--- src/rtl/thunderbird_seq_pkg.sv ---
// Shared types and helpers for the parametrised tail-light sequencer.
// The lamp mask helper is width-generic; callers cast to their lamp count.
package thunderbird_pkg;

  typedef enum logic [1:0] {
    IDLE  = 2'd0,
    LEFT  = 2'd1,
    RIGHT = 2'd2,
    HAZ   = 2'd3
  } state_t;

  localparam int MAX_LAMPS = 32;

  function automatic logic [MAX_LAMPS-1:0] fill(input int k);
    logic [MAX_LAMPS-1:0] v;
    v = '0;
    for (int i = 0; i < MAX_LAMPS; i++) begin
      if (i < k) v[i] = 1'b1;
    end
    return v;
  endfunction

endpackage

--- src/rtl/thunderbird_seq_if.sv ---
// Driver requests in, lamp drive out.
// The sequencer is the slave; the input synchroniser side is the master.
interface thunderbird_seq_if #(
  parameter int LAMPS = 3
);
  logic             L;
  logic             R;
  logic             Haz;
  logic             Brk;
  logic [LAMPS-1:0] LLamp;
  logic [LAMPS-1:0] RLamp;

  modport master (
    output L, R, Haz, Brk,
    input  LLamp, RLamp
  );

  modport slave (
    input  L, R, Haz, Brk,
    output LLamp, RLamp
  );
endinterface

--- src/rtl/thunderbird_seq_prescaler.sv ---
// Step-rate prescaler: tick every PRESCALE cycles.
// clr restarts the count so a freshly entered state gets a full step.
module tb_prescaler #(
  parameter int PRESCALE = 1
) (
  input  logic Clk,
  input  logic Rs,
  input  logic clr,
  output logic tick
);
  localparam int PCW = (PRESCALE > 1) ? $clog2(PRESCALE) : 1;
  localparam logic [PCW-1:0] LAST = PCW'(PRESCALE - 1);

  logic [PCW-1:0] pc;

  assign tick = (pc == LAST);

  always_ff @(posedge Clk or negedge Rs) begin
    if (!Rs) begin
      pc <= '0;
    end else if (clr || tick) begin
      pc <= '0;
    end else begin
      pc <= pc + PCW'(1);
    end
  end
endmodule

--- src/rtl/thunderbird_seq.sv ---
// Tail-light sequencer: outward turn sweep, hazard flash, brake overlay.
// Lamps are registered from the next-state decode so they move with the state.
module thunderbird_seq
  import thunderbird_pkg::*;
#(
  parameter int LAMPS    = 3,
  parameter int PRESCALE = 1
) (
  input logic              Clk,
  input logic              Rs,
  thunderbird_seq_if.slave io
);
  localparam int KW = $clog2(LAMPS + 1);
  localparam logic [KW-1:0] KLAST = KW'(LAMPS);

  state_t           state_q, state_d;
  logic [KW-1:0]    k_q, k_d;
  logic             ph_q, ph_d;
  logic             tick;
  logic             clr;
  logic             haz_req;
  logic [LAMPS-1:0] lamp_l_d, lamp_r_d;
  logic [LAMPS-1:0] lamp_l_q, lamp_r_q;
  logic [LAMPS-1:0] sweep;
  logic [LAMPS-1:0] brk_fill;

  assign haz_req = io.Haz | (io.L & io.R);
  assign clr     = (state_d != state_q);

  tb_prescaler #(.PRESCALE(PRESCALE)) u_pre (
    .Clk  (Clk),
    .Rs   (Rs),
    .clr  (clr),
    .tick (tick)
  );

  always_ff @(posedge Clk or negedge Rs) begin
    if (!Rs) begin
      state_q  <= IDLE;
      k_q      <= '0;
      ph_q     <= 1'b0;
      lamp_l_q <= '0;
      lamp_r_q <= '0;
    end else begin
      state_q  <= state_d;
      k_q      <= k_d;
      ph_q     <= ph_d;
      lamp_l_q <= lamp_l_d;
      lamp_r_q <= lamp_r_d;
    end
  end

  always_comb begin
    state_d = state_q;
    k_d     = k_q;
    ph_d    = ph_q;
    unique case (state_q)
      IDLE: begin
        if (haz_req) begin
          state_d = HAZ;
          ph_d    = 1'b1;
        end else if (io.L) begin
          state_d = LEFT;
          k_d     = KW'(1);
        end else if (io.R) begin
          state_d = RIGHT;
          k_d     = KW'(1);
        end
      end
      LEFT, RIGHT: begin
        // a running sweep ignores its own request; only hazard cuts it short
        if (haz_req) begin
          state_d = HAZ;
          ph_d    = 1'b1;
          k_d     = '0;
        end else if (tick) begin
          if (k_q == KLAST) begin
            state_d = IDLE;
            k_d     = '0;
          end else begin
            k_d = k_q + KW'(1);
          end
        end
      end
      HAZ: begin
        if (tick) begin
          if (!haz_req) begin
            state_d = IDLE;
            ph_d    = 1'b0;
          end else begin
            ph_d = ~ph_q;
          end
        end
      end
    endcase
  end

  assign sweep    = LAMPS'(fill(int'(k_d)));
  assign brk_fill = {LAMPS{io.Brk}};

  always_comb begin
    lamp_l_d = brk_fill;
    lamp_r_d = brk_fill;
    unique case (state_d)
      IDLE:  ;
      LEFT:  lamp_l_d = sweep;
      RIGHT: lamp_r_d = sweep;
      HAZ: begin
        lamp_l_d = {LAMPS{ph_d}};
        lamp_r_d = {LAMPS{ph_d}};
      end
    endcase
  end

  assign io.LLamp = lamp_l_q;
  assign io.RLamp = lamp_r_q;
endmodule

--- src/flat_wrapper.sv ---
// flat-port wrapper written by rule: the top's interface ports become plain ports
module thunderbird_seq_flat import thunderbird_pkg::*;
#(
  parameter int LAMPS    = 3,
  parameter int PRESCALE = 1
)
  (Clk, Rs, io_L, io_R, io_Haz, io_Brk, io_LLamp, io_RLamp);
  thunderbird_seq_if #(.LAMPS(LAMPS)) io_i ();
  input logic Clk;
  input logic Rs;
  input wire logic [$bits(io_i.L)-1:0] io_L;
  input wire logic [$bits(io_i.R)-1:0] io_R;
  input wire logic [$bits(io_i.Haz)-1:0] io_Haz;
  input wire logic [$bits(io_i.Brk)-1:0] io_Brk;
  output wire logic [$bits(io_i.LLamp)-1:0] io_LLamp;
  output wire logic [$bits(io_i.RLamp)-1:0] io_RLamp;
  assign io_i.L = io_L;
  assign io_i.R = io_R;
  assign io_i.Haz = io_Haz;
  assign io_i.Brk = io_Brk;
  assign io_LLamp = io_i.LLamp;
  assign io_RLamp = io_i.RLamp;
  thunderbird_seq #(.LAMPS(LAMPS), .PRESCALE(PRESCALE)) u_core (.Clk(Clk), .Rs(Rs), .io(io_i));
endmodule
--- config.mk ---
export PLATFORM = sky130hd
export DESIGN_NAME = thunderbird_seq_flat
export DESIGN_NICKNAME = d
export VERILOG_FILES = /design/src/rtl/thunderbird_seq_pkg.sv /design/src/rtl/thunderbird_seq_if.sv /design/src/rtl/thunderbird_seq_prescaler.sv /design/src/rtl/thunderbird_seq.sv /design/src/flat_wrapper.sv
export SDC_FILE = /design/constraint.sdc
export NUM_CORES = 1
export LEC_CHECK = 0
export CAP_MARGIN = 20
export CORE_MARGIN = 2
export CORE_UTILIZATION = 31
export CTS_CLUSTER_SIZE = 14
export DETAILED_ROUTE_END_ITERATION = 16
export PLACE_DENSITY = 0.5
export SETUP_SLACK_MARGIN = 0.05
export SYNTH_ARGS = -nofsm -noshare
export SYNTH_HDL_FRONTEND = slang
export SYNTH_HIERARCHICAL = 1
export SYNTH_SLANG_ARGS = --single-unit
--- constraint.sdc ---
create_clock -name Clk -period 2.45 [get_ports Clk]
set_input_delay 0.49 -clock Clk [delete_from_list [all_inputs] [get_ports Clk]]
set_output_delay 0.49 -clock Clk [all_outputs]
set_load 0.005 [all_outputs]
; ---- Word-level counts from Yosys, hierarchy flattened
; Cells that the tools add are included.
[totals]
wordCells = 53
out_inout_bits = 6
register_bits = 12
[op_classes]
n_eq_ne = 8
reduce_logical = 4
n_mux = 26
add_sub_neg = 2
n_bitwise = 4
order_cmp = 3
[ops]
columns = operator, n
row1 = $mux W2, 14
row2 = $pmux W3 S2, 2
row3 = $eq A2 B2 Y1 const B, 5
row4 = $mux W1, 7
row5 = $pmux W2 S3, 1
row6 = $eq A2 B1 Y1 const B, 2
row7 = $lt A1 B2 Y1 const A, 2
row8 = $pmux W2 S2, 1
row9 = $reduce_or A3 Y1, 1
row10 = $add A2 B1 Y2 const B, 1
row11 = $logic_not A2 Y1, 1
row12 = $lt A2 B2 Y1 const A, 1
row13 = $ne A2 B2 Y1, 1
row14 = $not A1 Y1, 2
row15 = $pmux W1 S2, 1
row16 = $reduce_or A2 Y1, 1
row17 = $add A1 B1 Y1 const B, 1
row18 = $and A1 B1 Y1, 1
row19 = $logic_or A1 B1 Y1, 1
row20 = $or A1 B1 Y1, 1

; ---- Logic depth before layout (Yosys ltp)
[logic_depth]
depth_word = 8
ltp_mapped = 8

; ---- By module
; Netlist, hierarchy kept.
[by_module_without_submodules]
columns = module, instances, cells_per_inst, area_each_um2, seq_area_each_um2
row1 = thunderbird_seq, 1, 78, 710.7, 275.3
row2 = tb_prescaler, 1, 3, 32.5, 25.0

; ---- Worst setup path after synthesis
; OpenSTA, ideal clock, no wires.
[synth_path]
path_type = register -> register
from = register u_core.state_q[0]
to = register u_core.lamp_l_q[0] (netlist: u_core/io.LLamp[0])
required_time_ns = 2.320
path_stages_with_launch = 8
arrival_ns = 1.687
period_less_slack_ns = 1.817
setup_slack_ns = 0.633
cell_sequence = dfrtp_1 inv_1 ha_1 or3_1 and3_1 buf_6 nor3_1 o22ai_1
[synth_lines]
columns = element, line
row1 = "start, declared", thunderbird_seq.sv:16  ; state_t state_q, state_d;
row2 = "start signal, assigned", thunderbird_seq.sv:45  ; state_q <= state_d;
row3 = $eq A2 B1 Y1 / $eq A2 B2 Y1 (equally long branches), thunderbird_seq.sv:57  ; unique case (state_q)
row4 = $reduce_or A2 Y1, thunderbird_seq.sv:57
row5 = $pmux W2 S3 *, thunderbird_seq.sv:57
row6 = net u_core.state_d[1], thunderbird_seq.sv:16
row7 = $eq A2 B2 Y1 / $eq A2 B1 Y1 (equally long branches), thunderbird_seq.sv:104  ; unique case (state_d)
row8 = $pmux W3 S2 *, thunderbird_seq.sv:104
row9 = net u_core.lamp_l_d[0], thunderbird_seq.sv:22  ; logic [LAMPS-1:0] lamp_l_d, lamp_r_d;
row10 = "end signal, assigned", thunderbird_seq.sv:48  ; lamp_l_q <= lamp_l_d;
row11 = "end, declared", thunderbird_seq.sv:23  ; logic [LAMPS-1:0] lamp_l_q, lamp_r_q;
; Mark *: on every way through the listed nets, which the timed path passes. The rest lies on a longest branch.

; ---- Final worst setup path
[layout_path]
from = input port io_Haz
to = register u_core.lamp_r_q[1] (netlist: u_core/io.RLamp[1])
[layout_between]
elab_chain_cells = 6
[layout_rtl]
columns = element, line
row1 = "start, declared", flat_wrapper.sv:13  ; input wire logic [$bits(io_i.Haz)-1:0] io_Haz;
row2 = $or A1 B1 Y1 *, thunderbird_seq.sv:27  ; assign haz_req = io.Haz | (io.L & io.R);
row3 = $mux W2 (on tied branches), "thunderbird_seq.sv:72, thunderbird_seq.sv:59, thunderbird_seq.sv:87"
row4 = $pmux W2 S2 / $mux W2 (equally long branches), "thunderbird_seq.sv:57, thunderbird_seq.sv:86"
row5 = $lt A1 B2 Y1 / $pmux W2 S3 (equally long branches), "thunderbird_seq_pkg.sv:18, thunderbird_seq.sv:57"
row6 = $mux W1 / $eq A2 B2 Y1 (equally long branches), "thunderbird_seq_pkg.sv:18, thunderbird_seq.sv:104"
row7 = $pmux W3 S2 *, thunderbird_seq.sv:104
row8 = net u_core.lamp_r_d[1], thunderbird_seq.sv:22
row9 = "end signal, assigned", thunderbird_seq.sv:49  ; lamp_r_q <= lamp_r_d;
row10 = "end, declared", thunderbird_seq.sv:23
; Marks and branches as above.

==> flow_summary.json <==
{
  "finalHoldViolations": 0,
  "wirelength_um": 1402,
  "path_clk_slew_ns": 0.07,
  "pin_count": 12,
  "antenna_cells": 0,
  "layout_setup_ws_ns": 0.4613,
  "cts_made_buffers": 3,
  "die-area_um2": 2665,
  "cp-start-kind": "input pin",
  "met2_usage_pct": 15.17,
  "grt_start_max_net_pins": 13,
  "grt.met1_usage_pct": 18.94,
  "arrival_ns": 2.17,
  "clk_latency_ns": 0.26,
  "layout-drive-gt1-share_pct": 9.091,
  "grt_pass1_wl_um": 2366,
  "core_area_um2": 2170,
  "reg2reg_from": "u_core/state_q[1]",
  "cts_root_buf": "clkbuf_4",
  "maxCapViolations": 0,
  "ir_drop_mv": 0.9501,
  "fp.dieH_um": 51.63,
  "cts_max_level": 1,
  "hp-class": "in -> async",
  "met3_usage_pct": 3.736,
  "vias": 554,
  "antenna_found_initial": 0,
  "syn_inst": 76,
  "cts_tree": "built",
  "timing.final.max_slew_violations": 0,
  "drc_errors": 0,
  "outcome": "finished clean",
  "drtPass1Iterations": 3,
  "fin_crit_sh_pct": 81.17,
  "post_cts_resized": 0,
  "clock_skew_ns": 0.003552,
  "postCtsHoldBufs": 0,
  "cellPowerDensity_nw_per_um2": 1419,
  "start_util_pct": 32.41,
  "top_usage_layer": "met1",
  "drt_iter0_markers": 6,
  "grt_overflow": 0,
  "worstPathRequired_ns": 2.63,
  "layout_min_cycle_time_ns": 1.989,
  "tightest_slew_ns": 0.5328,
  "track_usage_pct": 12.05,
  "tns_ns": 0,
  "rsz0062_at_grt": "false",
  "worst_setup_path_end_kind": "register",
  "fillers": 220,
  "grt_pass1_vias": 529,
  "reg2reg_setup_slack_ns": 0.46,
  "placed_cell_area_um2": 825.8,
  "synthToLayoutAreaGrowth_pct": 20.64,
  "fmax_mhz": 502.8,
  "yosys_warnings": 6,
  "critPathKind": "in -> reg",
  "synth_fp_nets": 85,
  "vias_per_cell": 4.776,
  "dp_slack_ns": 0.1819,
  "final-setup-viol-count": 0,
  "cts.path.max_buffers": 2,
  "die-width_um": 51.63,
  "antenna_left": 0,
  "wl_per_cell_um": 12.09,
  "worstPathMaxFanout": 8,
  "nNetsFinal": 99,
  "max_slew_margin_pct": 64.37,
  "post_cts_buffers": 0,
  "power_leakage_nw": 0.3853,
  "gp_congestion": 0.7782,
  "dp_hpwl_um": 1001,
  "r2r_cells": 7,
  "r2r_end": "u_core/io.RLamp[1]",
  "std_cell_rows": 17,
  "numPortBuffers": 11,
  "syn_avg_cell_area_um2": 9.252,
  "postLayoutCellArea_um2": 848.3,
  "cts_sinks": 12,
  "syn_area_um2": 703.2
}
-- metrics by stage --
stage	hold WS (ns)	power, mW	instances	util, %
floorplan	0.1944	0.9444	76	-
global placement	0.6751	1.091	113	38.06
detailed placement	0.6731	1.092	113	38.06
CTS	0.5914	1.213	116	39.10
global route	0.6090	1.333	116	39.10
finish	0.5733	1.204	116	39.10
-- layout make-up --
cell class / instances / area, um^2 / share of cell area, %
inverter: 10 / 37.54 / 4.425
sequential: 12 / 300.3 / 35.40
multi-input combinational: 52 / 342.8 / 40.41
tap: 28 / 35.03 / 4.130
timing repair buffer: 11 / 110.1 / 12.98
clock buffer: 3 / 22.52 / 2.655
-- layout by cell type, fill, tap and decap left out --
master and count:
xor2_1 1, a211oi_2 1, a21oi_1 4, nor3_1 3
a22oi_1 1, o21ai_0 3, or3_1 1, clkbuf_4 3
and3_1 1, o21ai_2 1, o2111ai_1 1, clkdlybuf4s50_1 11
o21bai_2 1, inv_1 10, and3_4 1, o21ai_1 1
xnor2_1 1, a221oi_2 1, and4bb_1 1, ha_1 3
a31oi_1 2, dfrtp_1 12, nand3_1 2, a2bb2oi_1 1
nor3b_1 1, nor2_1 9, nor4bb_1 1, nand2_1 4
conb_1 1, o22ai_1 5
-- sequential cells by signal, summed over array words and instances (netlist names) --
signal,flops
u_core/state_q,2
u_core/u_pre/pc,1
u_core/k_q,2
u_core/ph_q,1
u_core/io.LLamp,3
u_core/io.RLamp,3
-- worst max-delay path: stages --
cell and delay [ns]:
clkdlybuf4s50_1 0.59, and4bb_1 0.25, a221oi_2 0.22, and3_1 0.37, o21ai_2 0.11, o22ai_1 0.14
-- worst max path at each step --
stage                            from                 end  slack, ns  cells after the start
finish                         io_Haz  u_core/io.RLamp[1]       0.46                      6
floorplan           u_core/state_q[0]  u_core/io.LLamp[0]       0.69                      7
CTS                 u_core/state_q[1]  u_core/io.RLamp[0]       0.44                      7
detailed placement             io_Haz  u_core/io.RLamp[0]       0.18                      6
global route        u_core/state_q[1]  u_core/io.RLamp[0]       0.27                      7
global placement               io_Haz  u_core/io.RLamp[0]       0.19                      6
-- per-layer routing --
| metal | wire length [um] | share of wire, % | vias up |
|---|---|---|---|
| li1 | - | - | 292 |
| met1 | 767 | 55 | 254 |
| met2 | 577 | 41 | 6 |
| met3 | 47 | 3.4 | 2 |
| met4 | 10 | 0.71 | 0 |
| met5 | 0 | 0 | - |
-- where the power goes --
group	internal, mW	total, mW	switching [mW]
clock	0.0566	0.117	0.0601
sequential	0.293	0.337	0.0439
combinational	0.345	0.750	0.406
total	0.694	1.20	0.510
No activity file was read; power rests on OpenSTA's default activity.
